File: src/rtl/approx_mul_accumulator.sv
// Streaming packet accumulator for approximate-multiplier products with bias compensation.
module approx_mul_accumulator #(
    parameter int unsigned ACC_W = 24,
    parameter int unsigned LEN_W = 8,
    parameter logic [15:0] BIAS  = 16'd0
) (
    input  logic             clk,
    input  logic             rst_n,
    input  logic             in_valid,
    output logic             in_ready,
    input  logic [15:0]      in_z,
    input  logic             in_last,
    input  logic             clr,
    output logic             out_valid,
    input  logic             out_ready,
    output logic [ACC_W-1:0] out_acc,
    output logic [LEN_W-1:0] out_count,
    output logic             out_ovf
);

    localparam int unsigned SUM_W = ACC_W + 1;

    typedef enum logic {
        ACCUM = 1'b0,
        HOLD  = 1'b1
    } state_t;

    state_t             state_q, state_d;
    logic [ACC_W-1:0]   acc_q, acc_d;
    logic [LEN_W-1:0]   count_q, count_d;
    logic               ovf_q, ovf_d;

    logic               accept;
    logic [SUM_W-1:0]   term;
    logic [SUM_W-1:0]   sum;
    logic [ACC_W-1:0]   acc_base;
    logic [LEN_W-1:0]   count_base;
    logic               ovf_base;

    // State and datapath registers.
    always_ff @(posedge clk or negedge rst_n) begin
        if (!rst_n) begin
            state_q <= ACCUM;
            acc_q   <= '0;
            count_q <= '0;
            ovf_q   <= 1'b0;
        end else begin
            state_q <= state_d;
            acc_q   <= acc_d;
            count_q <= count_d;
            ovf_q   <= ovf_d;
        end
    end

    // Next-state and datapath logic; clr restarts the packet from the current beat.
    always_comb begin
        state_d    = state_q;
        acc_d      = acc_q;
        count_d    = count_q;
        ovf_d      = ovf_q;
        accept     = 1'b0;
        term       = SUM_W'(in_z) + SUM_W'(BIAS);
        acc_base   = acc_q;
        count_base = count_q;
        ovf_base   = ovf_q;
        sum        = '0;

        case (state_q)
            ACCUM: begin
                accept = in_valid;
                if (clr) begin
                    acc_base   = '0;
                    count_base = '0;
                    ovf_base   = 1'b0;
                end
                sum = {1'b0, acc_base} + term;
                if (accept) begin
                    acc_d   = sum[ACC_W-1:0];
                    ovf_d   = ovf_base | sum[ACC_W];
                    count_d = (count_base == {LEN_W{1'b1}}) ? count_base
                                                            : count_base + LEN_W'(1);
                    if (in_last) begin
                        state_d = HOLD;
                    end
                end else begin
                    acc_d   = acc_base;
                    count_d = count_base;
                    ovf_d   = ovf_base;
                end
            end
            HOLD: begin
                if (out_ready) begin
                    acc_d   = '0;
                    count_d = '0;
                    ovf_d   = 1'b0;
                    state_d = ACCUM;
                end
            end
            default: state_d = ACCUM;
        endcase
    end

    // Handshake flags decode the registered state; result ports mirror the registers.
    assign in_ready  = (state_q == ACCUM);
    assign out_valid = (state_q == HOLD);
    assign out_acc   = acc_q;
    assign out_count = count_q;
    assign out_ovf   = ovf_q;

endmodule

File: config.mk
export PLATFORM = sky130hd
export DESIGN_NAME = approx_mul_accumulator
export DESIGN_NICKNAME = d
export VERILOG_FILES = /design/src/rtl/approx_mul_accumulator.sv
export SDC_FILE = /design/constraint.sdc
export NUM_CORES = 1
export LEC_CHECK = 0
export CAP_MARGIN = 20
export CORE_MARGIN = 10
export CORE_UTILIZATION = 49
export DETAILED_ROUTE_END_ITERATION = 12
export PLACE_DENSITY = 0.82
export SYNTH_ARGS = -nofsm -noshare
export SYNTH_HDL_FRONTEND = slang
export SYNTH_SLANG_ARGS = --single-unit
File: constraint.sdc
create_clock -name clk -period 2.6 [get_ports clk]
set_input_delay 0.52 -clock clk [delete_from_list [all_inputs] [get_ports clk]]
set_output_delay 0.52 -clock clk [all_outputs]
set_load 0.005 [all_outputs]
---- Yosys cells after proc, flatten, opt, wreduce, memory -nomap -nowiden ----
Index checks and enable logic that the tools add are counted.
W data, S select, Z words.
storage, ports and cells
  register bits after elaboration ......... 34
  input port bits ......................... 22
cells by class
  add/sub/neg operators ................... 2
  eq/ne operators ......................... 2
  muxes and demuxes ....................... 20
  bitwise logic cells ..................... 2
operators with widths
  operator               number
  $mux W24               4
  $pmux W24 S2           1
  $mux W8                5
  $add A24 B16 Y25       1
  $pmux W8 S2            1
  $add A8 B1 Y8 const B  1
  $eq A8 B8 Y1 const B   1
  $mux W1                7
  $pmux W1 S2            2
  $ne A2 B2 Y1 const B   1
  $not A1 Y1             1
  $or A1 B1 Y1           1

---- Logic depth before layout (Yosys ltp) ----
  depth after elaboration ................. 6
  depth in mapped cells ................... 16
  depth with buffers taken out ............ 12

---- Worst setup path before layout ----
Ideal clock, no wire load.
  path type ............................... input -> register
  from .................................... input port clr
  to ...................................... register acc_q[20], in the netlist out_acc[20]
  setup time .............................. 69 ps
  arrival time ............................ 3270 ps
  required time ........................... 2531 ps
  path slack .............................. -739 ps
  stages .................................. 16
  path through ............................ buf_4 -> buf_6 -> buf_4 -> buf_2 -> nor2b_1 -> ha_1 -> inv_1 -> fa_1 -> nor2b_1 -> a21oi_1 -> o221ai_1 -> a21o_1 -> a31o_2 -> a22oi_1 -> or4_1 -> nand3_1
on the way
  cells in the longest elaborated chain, start to end .. 5
RTL lines
  element                 line  RTL
  start: declaration      13    input logic clr,
  $mux W24 (*)            71    if (clr) begin
  $mux W24 (*)            68    case (state_q)
  $add A24 B16 Y25        76    sum = {1'b0, acc_base} + term;
  $mux W24 (*)            77    if (accept) begin
  $pmux W24 S2 (*)        68
  end signal: assignment  44    acc_q <= '0;
  end signal: assignment  49    acc_q <= acc_d;
  end: declaration        29    logic [ACC_W-1:0] acc_q, acc_d;
Every way passes the cells marked *; elsewhere a longest branch is shown, timed or not. The select of a mux whose other input is x is not followed.
A chain may end at the register's enable or synchronous reset.

---- Worst setup path after layout ----
  from .................................... input port in_z[3]
  to ...................................... register acc_q[11], in the netlist out_acc[11]
on the way
  cells in the longest elaborated chain, start to end .. 3
RTL lines
  element             line  RTL
  start: declaration  11    input logic [15:0] in_z,
  $add A24 B16 Y25    76
  $mux W24            77
  $pmux W24 S2        68
Every way passes these cells.

==> metrics <==
status finished with violations; failing checks setup timing; DRT iter0 DRCs roughly 330; clk slew on worst S/H paths around 70 ps; setup ws final -1.63 ps; R2R Setup Slk roughly 30 ps; simple-gate share of the synthesized area 24.4%; placed cells slightly above 600; final worst path period share 100%; Main synth FF type dfrtp_1; Nets approximately 580; Post-Synth XOR/XNOR Area approximately 6.0%; Slew headroom between 60 and 70%; initial antenna violation count 0; min Tclk post-route roughly 2600 ps; clock share of power approximately a fifth; Least-Margin Pin Slew a little over 500 ps; Hold Path Origin out_acc[15]$_DFFE_PN0P_; largest net degree at the start of global routing 35; antenna cell count 0; Syn-to-layout area delta 41.9%; routability cong. between 0.9 and 1; unrepaired setup endpoints after global routing yes; first-pass GRT wire length ~18000 um; Clock Root Buffer clkbuf_8; Unique masters post-synth between 60 and 70; Die W slightly above 100 um; leakage power figure between 2 and 2.5 nW; post-synthesis compound-gate area fraction 30.4%; Post-Synth Adder-Cell Area roughly 4.2%; worst flop-to-flop path startpoint out_acc[1]$_DFFE_PN0P_; Final setup viols 2; Ys Warns 0; Mapped Nets 472; Post-Syn Area ~3300 sq um; r2r worst-path depth 10; Hold Path End out_acc[15]$_DFFE_PN0P_; Crit. End Element flip-flop; Pwr Total approximately 2.2 mW; hold path depth 2; cells along the critical path clkdlybuf4s50_1 -> nand4bb_1 -> nor2_1 -> o31a_1 -> a221oi_4 -> o22ai_4 -> xnor2_2 -> a211o_1 -> o211ai_1; Syn Inst Count ~440; Vias ~3900; cts hold-fix bufs 0; final WL approximately 11000 um; CTS H-tree lvls 2; internal power between 1 and 1.5 mW; mux cell area share after synthesis about 1.5%; share of cells above drive strength 1 23.0%; GRT Util Overall 20.7%; Worst EP arrival around 2800 ps; post-place setup slack -542 ps; Antenna Violating Nets Remaining 0; FF-to-FF End out_acc[11]$_DFFE_PN0P_; Die Ht between 100 and 150 um; Seq/Total Area, Yosys around a quarter; num ports 57; DIE AREA about 11000 sq um; Crit-path slowest cell clkdlybuf4s50_1; Pins Over Slew Limit 0; PortBufs 56; CTS Sinks 34; Comb power frac between 40% and 50%; largest family of logic cells by synthesized area compound AO/OA/AOI/OAI gates; # Max-Cap Violations 0; DRC viols 0; Initial Utilization approximately half; worst vdd ir roughly 0.00027 V; most common cell after layout, fill and taps aside buf_4; Congestion Overflow GR 0; Final Hold Fails 0; Worst EP required approximately 2800 ps; final setup skew between 4 and 5 ps; clk_lat worst skew 290 ps; WL per Instance approximately 18 um; critical path startpoint in_z[3]; CTS tree yes; CTS Buf Count 5; final std cells w/o fill around 630; Max Buffers Root-to-Sink 2; Seq pwr share a little under a third; crit-path max FO 6; Avg Synthesized Cell Area 7.56 sq um; asr flop ratio synth 100%; floorplan core area roughly 6700 sq um; vias in the first global route ~3700; pwr/cell area 462 nW/um^2; CP Launch Type primary input; max incr delay on CP 600 ps; CP top delay family compound AO/OA/AOI/OAI gates; num rows 30; critical path class in2reg; Yosys reg bits 34; Post-synth EDFFs 0; max frequency between 300 and 400 MHz; via density per instance between 6 and 7; NetSw ~0.84 mW; Hold WC Path Type reg2reg; Pre-Repair DR Iteration Count 5; most frequent cells in the layout buf_4, nand2_1, clkdlybuf4s50_1, dfrtp_1, nor2_1; Switching Fraction 38.3%; Final HPWL DP 7790 um; worst path bufs/invs 1
[registers in the layout, summed over array words and instances, names as in the netlist]
register	cells
out_ovf	1
out_acc	24
out_count	8
out_valid	1
[power by group through the flow]
stage | sequential (mW) | combinational [mW] | clock, mW
after global routing | 0.709 | 1.15 | 0.454
final | 0.698 | 1.07 | 0.426
after global placement | 0.696 | 0.918 | 0
after CTS | 0.689 | 0.984 | 0.430
after detailed placement | 0.702 | 0.948 | 0
after floorplan | 0.645 | 0.591 | 0
[metal layers]
metal	up-vias	wire (um)	GRT usage (%)
li1	1812	-	-
met1	1892	4660	25.4
met2	169	5630	35.8
met3	19	830	4.09
met4	0	146	5.97
met5	-	0	0
[tightest hold or removal path, stage by stage (launching register included)]
cell and delay (ps):
dfrtp_1 370, nand2_1 60, o21ai_1 60
[worst max-delay path by stage]
stage	endpoint	slack [ps]	depth (start not counted)
floorplan	out_acc[20]$_DFFE_PN0P_	-460	16
global placement	out_acc[18]$_DFFE_PN0P_	-440	12
detailed placement	out_acc[18]$_DFFE_PN0P_	-540	12
CTS	out_ovf$_DFFE_PN0P_	6	13
global route	out_ovf$_DFFE_PN0P_	-130	10
finish	out_acc[11]$_DFFE_PN0P_	-2	9
[metrics by stage]
stage | util [%] | setup TNS [ps] | cell area [sq um] | hold slack (ps)
2_1_floorplan | - | -6040 | 3440 | 224
3_3_place_gp | 65.0 | -5780 | 4370 | 490
3_5_place_dp | 65.0 | -6940 | 4370 | 510
4_1_cts | 67.6 | 0 | 4540 | 523
5_1_grt | 70.5 | -992 | 4740 | 548
6_report | 70.5 | -2.36 | 4740 | 519
[synthesized netlist by cell type (3+ instances only)]
cell type   n  share of area [%]
nor2_1     29                3.3
o221ai_1    3               0.79
o22ai_1     6                1.1
nor3_1      5               0.75
a211o_1     7                1.8
nor2b_1    16                3.0
buf_2      15                2.2
nor4bb_1    4                1.2
nand2_1    63                7.1
o21ai_0    31                4.6
a21o_1      8                1.8
a31oi_1     9                1.7
clkbuf_1   16                1.8
dfrtp_1    34                 25
and4_1      5                1.3
o21a_1      6                1.3
and3_1      5               0.94
a21oi_1    31                4.6
nand4_1     6                1.1
nor4b_1     3               0.79
xnor2_1    13                3.4
mux2i_1     5                1.5
xor2_1     10                2.6
o211ai_1   11                2.5
ha_1        7                2.6
nand2b_1    4               0.75
nand3_1    13                1.9
inv_1      25                2.8
[layout make-up]
| class | instances | area (sq um) |
|---|---|---|
| Multi-Input combinational cell | 348 | 2460 |
| Fill cell | 490 | 1980 |
| Timing Repair Buffer | 133 | 1140 |
| Sequential cell | 34 | 851 |
| Tap cell | 80 | 100 |
| Inverter | 25 | 93.8 |
| Clock buffer | 7 | 86.3 |
| Clock inverter | 1 | 5.00 |
[what timing repair did]
| item | 4_1_cts | 5_1_grt |
|---|---|---|
| buffers inserted | 6 | 5 |
| gates cloned | 0 | 1 |
| endpoints found under the hold margin | 0 | 0 |
| resized for setup | 11 | 25 |
| pin swaps | 11 | 20 |
| endpoints found under the setup margin | 16 | 15 |
[cells by family after synthesis]
group                    Yosys count
AO/OA/AOI/OAI                    147
AND/OR/NAND/NOR                  162
buffers and inverters             60
XOR/XNOR                          23
multiplexers                       5
adder cells (fa/ha/maj)           11
flip-flops                        34
Note: power is estimated with default switching activity, not from simulation.
